`src/rtl/seven_display_mux_pkg.sv`:
```
// Segment encoding constants shared by the seven-segment scan driver and its decoder.
package seg_pkg;
  localparam int SEG_W  = 8;
  localparam int DP_BIT = 0;
  localparam logic [SEG_W-1:0] SEG_BLANK = 8'h00;

  // Index 0 is the rightmost entry; bits are {a,b,c,d,e,f,g,dp}
  localparam logic [15:0][SEG_W-1:0] SEG_TABLE = {
    8'h8E, 8'hDE, 8'h7A, 8'h9C, 8'h3E, 8'hEE, 8'hF6, 8'hFE,
    8'hE4, 8'hBE, 8'hB6, 8'h66, 8'hF2, 8'hDA, 8'h60, 8'hFC
  };

  function automatic logic [SEG_W-1:0] hex_to_seg(input logic [3:0] nibble);
    return SEG_TABLE[nibble];
  endfunction
endpackage

```
`src/rtl/seven_display_mux_if.sv`:
```
// Value/control inputs and segment/strobe outputs of the seven-segment scan driver.
interface seven_display_mux_if
  import seg_pkg::*;
#(
  parameter int NUM_DIGITS = 4
);
  logic                    enable;
  logic                    load;
  logic [4*NUM_DIGITS-1:0] value;
  logic [NUM_DIGITS-1:0]   dp_mask;
  logic                    blank_lz;
  logic [SEG_W-1:0]        display;
  logic [NUM_DIGITS-1:0]   digit_sel;
  logic                    frame_tick;
  logic                    update_pending;

  modport master (
    output enable, load, value, dp_mask, blank_lz,
    input  display, digit_sel, frame_tick, update_pending
  );

  modport slave (
    input  enable, load, value, dp_mask, blank_lz,
    output display, digit_sel, frame_tick, update_pending
  );
endinterface

```
`src/rtl/seven_display_mux_decode.sv`:
```
// Nibble to segment pattern, with blanking and a decimal point that survives blanking.
module seg_hex_decode
  import seg_pkg::*;
(
  input  logic [3:0]       i_nibble,
  input  logic             i_dp,
  input  logic             i_blank,
  output logic [SEG_W-1:0] o_seg
);
  assign o_seg = (i_blank ? SEG_BLANK : hex_to_seg(i_nibble)) | (SEG_W'(i_dp) << DP_BIT);
endmodule

```
`src/rtl/seven_display_mux.sv`:
```
// Time-multiplexed seven-segment driver: scans NUM_DIGITS nibbles, blanks leading zeros,
// and swaps in newly loaded values only at frame boundaries so a frame never tears.
module seven_display_mux
  import seg_pkg::*;
#(
  parameter int NUM_DIGITS       = 4,
  parameter int REFRESH_DIV      = 50000,
  parameter int DIGIT_ACTIVE_LOW = 1
) (
  input  logic                clk,
  input  logic                rst_n,
  seven_display_mux_if.slave  bus
);
  localparam int IDX_W = (NUM_DIGITS > 1) ? $clog2(NUM_DIGITS) : 1;
  localparam int PS_W  = (REFRESH_DIV > 1) ? $clog2(REFRESH_DIV) : 1;
  localparam logic ACT_LOW = (DIGIT_ACTIVE_LOW != 0);
  localparam logic [NUM_DIGITS-1:0] SEL_IDLE = {NUM_DIGITS{ACT_LOW}};

  logic [PS_W-1:0]         r_prescale;
  logic [IDX_W-1:0]        r_idx;
  logic [4*NUM_DIGITS-1:0] r_pend_value;
  logic [NUM_DIGITS-1:0]   r_pend_dp;
  logic [4*NUM_DIGITS-1:0] r_shadow_value;
  logic [NUM_DIGITS-1:0]   r_shadow_dp;
  logic                    r_upd_pending;
  logic [SEG_W-1:0]        r_display;
  logic [NUM_DIGITS-1:0]   r_digit_sel;
  logic                    r_frame_tick;

  logic                    w_last_ps;
  logic                    w_last_idx;
  logic                    w_boundary;
  logic                    w_commit;
  logic [3:0]              w_nibs [NUM_DIGITS];
  logic [NUM_DIGITS:0]     w_hi_zero;
  logic [NUM_DIGITS-1:0]   w_lz_mask;
  logic [SEG_W-1:0]        w_seg;
  logic [NUM_DIGITS-1:0]   w_onehot;
  logic [NUM_DIGITS-1:0]   w_sel_active;

  assign w_last_ps  = (r_prescale == PS_W'(REFRESH_DIV - 1));
  assign w_last_idx = (r_idx == IDX_W'(NUM_DIGITS - 1));
  assign w_boundary = bus.enable && w_last_ps && w_last_idx;
  // While dark there is no frame to tear, so pending data may land at once
  assign w_commit   = w_boundary || !bus.enable;

  // Zero-run from the most significant digit down; digit 0 always stays visible
  assign w_hi_zero[NUM_DIGITS] = 1'b1;
  generate
    for (genvar gi = 0; gi < NUM_DIGITS; gi++) begin : g_digit
      assign w_nibs[gi]    = r_shadow_value[4*gi +: 4];
      assign w_hi_zero[gi] = (w_nibs[gi] == 4'h0) && w_hi_zero[gi+1];
      assign w_lz_mask[gi] = (gi != 0) && w_hi_zero[gi];
    end
  endgenerate

  seg_hex_decode u_decode (
    .i_nibble (w_nibs[r_idx]),
    .i_dp     (r_shadow_dp[r_idx]),
    .i_blank  (bus.blank_lz && w_lz_mask[r_idx]),
    .o_seg    (w_seg)
  );

  assign w_onehot     = NUM_DIGITS'(1) << r_idx;
  assign w_sel_active = ACT_LOW ? ~w_onehot : w_onehot;

  always_ff @(posedge clk) begin
    if (!rst_n) begin
      r_prescale     <= '0;
      r_idx          <= '0;
      r_pend_value   <= '0;
      r_pend_dp      <= '0;
      r_shadow_value <= '0;
      r_shadow_dp    <= '0;
      r_upd_pending  <= 1'b0;
      r_display      <= SEG_BLANK;
      r_digit_sel    <= SEL_IDLE;
      r_frame_tick   <= 1'b0;
    end else begin
      if (!bus.enable) begin
        r_prescale <= '0;
        r_idx      <= '0;
      end else if (w_last_ps) begin
        r_prescale <= '0;
        r_idx      <= w_last_idx ? '0 : r_idx + 1'b1;
      end else begin
        r_prescale <= r_prescale + 1'b1;
      end

      if (bus.load) begin
        r_pend_value <= bus.value;
        r_pend_dp    <= bus.dp_mask;
        if (w_commit) begin
          r_shadow_value <= bus.value;
          r_shadow_dp    <= bus.dp_mask;
          r_upd_pending  <= 1'b0;
        end else begin
          r_upd_pending  <= 1'b1;
        end
      end else if (w_commit) begin
        r_shadow_value <= r_pend_value;
        r_shadow_dp    <= r_pend_dp;
        r_upd_pending  <= 1'b0;
      end

      r_frame_tick <= w_boundary;
      r_display    <= bus.enable ? w_seg : SEG_BLANK;
      r_digit_sel  <= bus.enable ? w_sel_active : SEL_IDLE;
    end
  end

  assign bus.display        = r_display;
  assign bus.digit_sel      = r_digit_sel;
  assign bus.frame_tick     = r_frame_tick;
  assign bus.update_pending = r_upd_pending;
endmodule

```
`src/flat_wrapper.sv`:
```
// flat-port wrapper written by rule: the top's interface ports become plain ports
module seven_display_mux_flat import seg_pkg::*;
#(
  parameter int NUM_DIGITS       = 4,
  parameter int REFRESH_DIV      = 50000,
  parameter int DIGIT_ACTIVE_LOW = 1
)
  (clk, rst_n, bus_enable, bus_load, bus_value, bus_dp_mask, bus_blank_lz, bus_display, bus_digit_sel, bus_frame_tick, bus_update_pending);
  seven_display_mux_if #(.NUM_DIGITS(NUM_DIGITS)) bus_i ();
  input  logic clk;
  input  logic rst_n;
  input wire logic [$bits(bus_i.enable)-1:0] bus_enable;
  input wire logic [$bits(bus_i.load)-1:0] bus_load;
  input wire logic [$bits(bus_i.value)-1:0] bus_value;
  input wire logic [$bits(bus_i.dp_mask)-1:0] bus_dp_mask;
  input wire logic [$bits(bus_i.blank_lz)-1:0] bus_blank_lz;
  output wire logic [$bits(bus_i.display)-1:0] bus_display;
  output wire logic [$bits(bus_i.digit_sel)-1:0] bus_digit_sel;
  output wire logic [$bits(bus_i.frame_tick)-1:0] bus_frame_tick;
  output wire logic [$bits(bus_i.update_pending)-1:0] bus_update_pending;
  assign bus_i.enable = bus_enable;
  assign bus_i.load = bus_load;
  assign bus_i.value = bus_value;
  assign bus_i.dp_mask = bus_dp_mask;
  assign bus_i.blank_lz = bus_blank_lz;
  assign bus_display = bus_i.display;
  assign bus_digit_sel = bus_i.digit_sel;
  assign bus_frame_tick = bus_i.frame_tick;
  assign bus_update_pending = bus_i.update_pending;
  seven_display_mux #(.NUM_DIGITS(NUM_DIGITS), .REFRESH_DIV(REFRESH_DIV), .DIGIT_ACTIVE_LOW(DIGIT_ACTIVE_LOW)) u_core (.clk(clk), .rst_n(rst_n), .bus(bus_i));
endmodule
```
`config.mk`:
```
export PLATFORM = sky130hd
export DESIGN_NAME = seven_display_mux_flat
export DESIGN_NICKNAME = d
export VERILOG_FILES = /design/src/rtl/seven_display_mux_pkg.sv /design/src/rtl/seven_display_mux_if.sv /design/src/rtl/seven_display_mux_decode.sv /design/src/rtl/seven_display_mux.sv /design/src/flat_wrapper.sv
export SDC_FILE = /design/constraint.sdc
export NUM_CORES = 1
export LEC_CHECK = 0
export ABC_AREA = 0
export BUFFER_PORTS_ARGS = -buffer_cell sky130_fd_sc_hd__buf_2
export CAP_MARGIN = 15
export CORE_MARGIN = 3
export CORE_UTILIZATION = 35
export DETAILED_ROUTE_END_ITERATION = 8
export GPL_TIMING_DRIVEN = 1
export PLACE_DENSITY = 0.52
export SLEW_MARGIN = 20
export SYNTH_ARGS = -nofsm -noshare
export SYNTH_HDL_FRONTEND = slang
export SYNTH_HIERARCHICAL = 1
export SYNTH_SLANG_ARGS = --single-unit
```
`constraint.sdc`:
```
create_clock -name clk -period 2.55 [get_ports clk]
set_clock_uncertainty 0.2 [all_clocks]
set_input_delay 0.3825 -clock clk [delete_from_list [all_inputs] [get_ports clk]]
set_output_delay 0.3825 -clock clk [all_outputs]
set_load 0.005 [all_outputs]
```
## Word level (Yosys, flattened, before mapping)

Memory sizes are Yosys's and may differ from the RTL's.
Cells that the tools add are included.

| operators by class | value |
|---|---|
| add/subtract/negate cells | 2 |
| order comparisons | 3 |
| eq/ne operators | 2 |
| shifts and indexed selects | 1 |
| mux-type cells | 19 |
| bitwise gates (word level) | 5 |
| reduce and logical (&&, ||, !) cells | 13 |

Operators with widths:

| operator | count |
|---|---|
| 2-to-1 mux 16 bit | 3 |
| 2-to-1 mux 4 bit | 5 |
| adder 16 x 1 -> 16 bit, second input constant | 1 |
| equality test 16 bit, second input constant | 1 |
| 2-to-1 mux 8 bit | 2 |
| zero test 4 bit | 3 |
| binary-select mux 4 bit (select 2 bit) | 1 |
| OR 8 x 1 -> 8 bit | 1 |
| logical AND 1 bit | 5 |
| < comparator 4 x 5 -> 1 bit, second input constant | 1 |
| 2-to-1 mux 1 bit | 5 |
| binary-select mux 1 bit (select 2 bit) | 2 |
| NOT 4 bit | 1 |
| left shift 1 x 2 -> 4 bit, first input constant | 1 |
| >= comparator 3 bit, second input constant | 1 |
| < comparator 2 x 3 -> 1 bit, second input constant | 1 |
| NOT 2 -> 3 bit | 1 |
| OR reduction 3 bit | 1 |
| adder 2 x 1 -> 2 bit, second input constant | 1 |
| equality test 2 bit, second input constant | 1 |
| 2-to-1 mux 2 bit | 1 |
| NOT 1 bit | 2 |
| AND reduction 2 bit | 1 |
| nonzero test 2 bit | 1 |
| other kinds (2) | 2 |

| word-level totals | value |
|---|---|
| register bits after elaboration | 72 |
| memory bits (read-only) | 128 |
| input port bits | 25 |
| output and inout port bits | 14 |
| logic and storage cells | 56 |
| memories kept | 1 |

Memory list:

| memory | words | bits a word | rd ports | clocked after memory_dff | wr ports | line | RTL |
|---|---|---|---|---|---|---|---|
| (name not given) | 16 | 8 | 1 | 0 | 0 | seven_display_mux_pkg.sv:14 | `return SEG_TABLE[nibble];` |

## Depth between registers and ports, before layout

| depth | value |
|---|---|
| word-level depth | 8 |
| mapped depth | 7 |
| gate-level depth less buffers | 6 |

## Hierarchy

Netlist, hierarchy kept.

Modules (own cells, without submodules):

| module | times used | cells an instance | area an instance (um^2) | sequential area each (um^2) |
|---|---|---|---|---|
| seven_display_mux | 1 | 271 | 2994.1 | 1441.4 |
| seg_hex_decode | 1 | 33 | 276.5 | 0.0 |

## Worst setup path before layout

Ideal clock, no wire load.

| path | value |
|---|---|
| path type | reg2reg |
| start point | reg u_core.r_idx[0] |
| end point | reg u_core.r_display[4] (netlist: u_core/bus.display[4]) |
| library setup time | 0.116 ns |
| arrival | 2.319 ns |
| data required time | 2.234 ns |
| setup slack | -0.084 ns |
| cell stages (with the launch flop) | 8 |
| buffers on the path | 1 |
| period minus slack after synthesis | 2.634 ns |
| cells stage by stage | dfxtp_1 > clkbuf_1 > mux4_2 > inv_1 > ha_1 > or2_1 > a32o_1 > and3_1 |

| between the ends | value |
|---|---|
| cells in the longest elaborated chain, start to end | 8 |
| elaborated cells on any way between the ends | 11 |
| those cells by class | mux: 7; bitwise: 2; reduce/logical: 1; memory: 1 |

RTL lines:

| item | line | RTL |
|---|---|---|
| start: declaration | seven_display_mux.sv:20 | `logic [IDX_W-1:0] r_idx;` |
| start signal: assignment | seven_display_mux.sv:85 | `r_idx <= w_last_idx ? '0 : r_idx + 1'b1;` |
| NOT 2 -> 3 bit (not written as such) | seven_display_mux.sv:58 | `.i_nibble (w_nibs[r_idx]),` |
| binary-select mux 4 bit (select 2 bit) | seven_display_mux.sv:58 |  |
| 2-to-1 mux 4 bit (not written as such) (2 in a row) | seven_display_mux.sv:58 |  |
| memory read (16 x 8 bit) | -- |  |
| 2-to-1 mux 8 bit (not written as such) | seven_display_mux_pkg.sv:14 |  |
| 2-to-1 mux 8 bit (*) | seven_display_mux_decode.sv:10 | `assign o_seg = (i_blank ? SEG_BLANK : hex_to_seg(i_nibble)) \| (SEG_W'(i_dp) << DP_BIT);` |
| OR 8 x 1 -> 8 bit (*) | seven_display_mux_decode.sv:10 |  |
| via u_core.w_seg[4] | seven_display_mux.sv:37 | `logic [SEG_W-1:0] w_seg;` |
| end signal: assignment | seven_display_mux.sv:107 | `r_display <= bus.enable ? w_seg : SEG_BLANK;` |
| end: declaration | seven_display_mux.sv:26 | `logic [SEG_W-1:0] r_display;` |

The timed path passes the listed nets; every way through them passes the cells marked *. The select of a mux whose other input is x is not followed.
A chain may end at the register's enable or synchronous reset.

## Worst setup path in the final report

Same ends and word-level chain as after synthesis.

==> summary.md <==
| Metric | Value |
|---|---|
| Post-Syn Area | 3270 sq um |
| HP Class | input port to flop |
| Number of synthesized flops with an enable pin | 0 |
| Leak | 1.56 nW |
| Die Ht | 103 microns |
| FILL cells | 867 |
| Synthesized flop and latch total | 72 |
| Clock Tree Buf Depth | 2 |
| Post-synth cell types | 44 |
| Largest net degree at the start of global routing | 50 |
| Avg WL per Cell | 13.2 microns |
| Max-cap violation count | 0 |
| Final period util | 0.909 |
| Post-CTS Setup Inserts | 0 |
| Critical path arrival | 2.36 ns |
| IO buf count | 38 |
| N_diodes | 0 |
| Hold slack | 0.159 ns |
| Most common cell in the netlist | dfxtp_1 |
| Main synth FF type | dfxtp_1 |
| Clock transition at path regs | 0.07 ns |
| Cts hold-fix bufs | 0 |
| Vias | 2143 |
| Initial Util | 0.368 |
| Worst-skew pair later-pin latency | 0.34 ns |
| Area fraction of the dominant cell type after synthesis | 0.441 |
| Leading post-synthesis cells by cell area | dfxtp_1 (44%), mux2_4 (9.2%), mux2i_1 (7.3%) |
| Syn Area/Cell | 10.8 sq um |
| Worst endpoint required time | 2.59 ns |
| Final hold vios | 0 |
| First-pass GRT wire length | 10400 microns |
| Synth cell count leaders | dfxtp_1 (72), mux2i_1 (24), nor2_1 (23) |
| CTS tree | built |
| Root buf cell | clkbuf_8 |
| Routed WL | 6000 microns |
| Pwr/cell area | 628 nW/um^2 |
| Ports | 39 |
| Crit-path max FO | 4 |
| CTS resizes | 0 |
| Critical path class | flop to flop |
| GP Congestion | 0.824 |
| Register Area | 1440 sq um |
| Cell count after synthesis | 304 |
| Total power | 2.37 mW |
| # DRC | 0 |
| Share of layout cells above drive strength 1 | 0.273 |
| Seq/Total Area, Yosys | 0.441 |
| Final #Nets | 378 |
| Die X | 103 microns |
| Critical Path Sink Type | flop |
| DRT Pass-1 Iters | 4 |
| Post-synth ARST share | 0 |
| Area growth syn-to-layout | 15.2% |
| Worst ir drop on vdd | 279 uV |
| DRT iter0 DRCs | 39 |
| Antenna viol nets, final | 0 |
| Worst-Margin Slew | 0.640 ns |
| Final design utilization | 0.424 |
| Rel. slew slack | 0.573 |
| Total track usage | 0.126 |
| Yosys synthesis warning count | 6 |
| Max Freq | 431 MHz |
| Minimum clock period | 2.32 ns |
| Critical path launch point type | flop |
| Cell taking the most area after synthesis | dfxtp_1 |
| Initial antenna violation count | 0 |
| Vias per inst | 4.70 |
| Grt total ovfl | 0 |
| H-tree depth | 3 |
| Max Slew Vio Count | 0 |
| Clock tree sinks | 72 |
| RSZ-0062 raised after global routing | no |
| Syn nets | 339 |
| Area of the multi-input gates | 1700 sq um |
| Total core area | 8890 sq um |
| # setup viols final | 0 |
| Post-route setup TNS | 0 ns |
| Row Count | 34 |
| Status | complete, no violations |
| Vias in the first global route | 2177 |
| DP HPWL | 4200 microns |
| Num CTS Buffers | 9 |
| Die area | 10500 sq um |
[registers in the layout (all words and copies together), names as in the netlist]
register / count
u_core/bus.update_pending: 1
u_core/r_shadow_dp: 4
u_core/r_shadow_value: 16
u_core/r_pend_value: 16
u_core/r_pend_dp: 4
u_core/bus.digit_sel: 4
u_core/bus.frame_tick: 1
u_core/r_prescale: 16
u_core/bus.display: 8
u_core/r_idx: 2
[layer usage]
metal  share of wire  GRT usage  vias up  wire (microns)
li1                -          -     1118               -
met1            0.49      0.162      975            2970
met2            0.44      0.190       42            2660
met3           0.047     0.0467        8             283
met4           0.015     0.0535        0              91
met5               0          0        -               0
[area by class of cell]
class,count,share of cell area
inverter,7,0.00697
clock buffer,10,0.0339
timing repair buffer,46,0.0664
clock inverter,6,0.0222
tap,108,0.0359
multi-input combinational,207,0.452
sequential,72,0.382
[kinds of logic (layout without fill, tap and decap cells)]
group | after synthesis | in the layout | synth area share
AO/OA/AOI/OAI | 14 | 14 | 0.0363
buffers and inverters | 25 | 69 | 0.0383
XOR/XNOR | 13 | 13 | 0.0348
AND/OR/NAND/NOR | 120 | 120 | 0.208
multiplexers | 50 | 50 | 0.203
flip-flops | 72 | 72 | 0.441
adder cells (fa/ha/maj) | 10 | 10 | 0.0383
[worst max-delay path: stages, from the launching register on]
cell and delay, ns:
dfxtp_1 0.39, mux4_2 0.57, inv_1 0.14, ha_1 0.26, or2_1 0.25, a32o_1 0.24
and3_1 0.17
[metrics by stage]
step                cells  setup slack [ns]  area (sq um)
floorplan             304            0.0941          3270
global placement      440             0.277          3560
detailed placement    440             0.246          3560
CTS                   456             0.231          3770
global route          456            0.0873          3770
finish                456             0.231          3770
[cells in the final DEF (no fill, tap or decap), types with 3 or more instances in the layout]
cell	n
nor3_1	5
clkinv_2	3
buf_4	8
nor2_1	23
nor2b_1	21
xnor2_1	11
ha_1	10
mux2_4	20
mux2i_1	24
a21oi_1	3
dfxtp_1	72
and2_1	21
clkbuf_8	9
inv_1	7
and3_1	8
nor4_1	6
nand2_1	14
nand3_1	5
buf_2	38
mux4_2	5
nand2b_1	3
[power breakdown]
group	switching, mW	internal [mW]	total, mW	leakage [nW]
Sequential	0.0202	1.17	1.19	0.589
Clock	0.420	0.548	0.967	0.110
Combinational	0.0949	0.112	0.207	0.865
Total	0.535	1.83	2.37	1.56
[final timing paths]
kind,cells after the start,from,slack [ns],endpoint
setup / recovery,6,u_core/r_idx[0],0.23,u_core/bus.display[4]
hold / removal,3,bus_value[2],0.16,u_core/r_pend_value[2]
setup reg to reg,6,u_core/r_idx[0],0.23,u_core/bus.display[4]
hold reg to reg,1,u_core/r_prescale[0],0.25,u_core/r_prescale[0]
(Power assumes the default switching activity.)
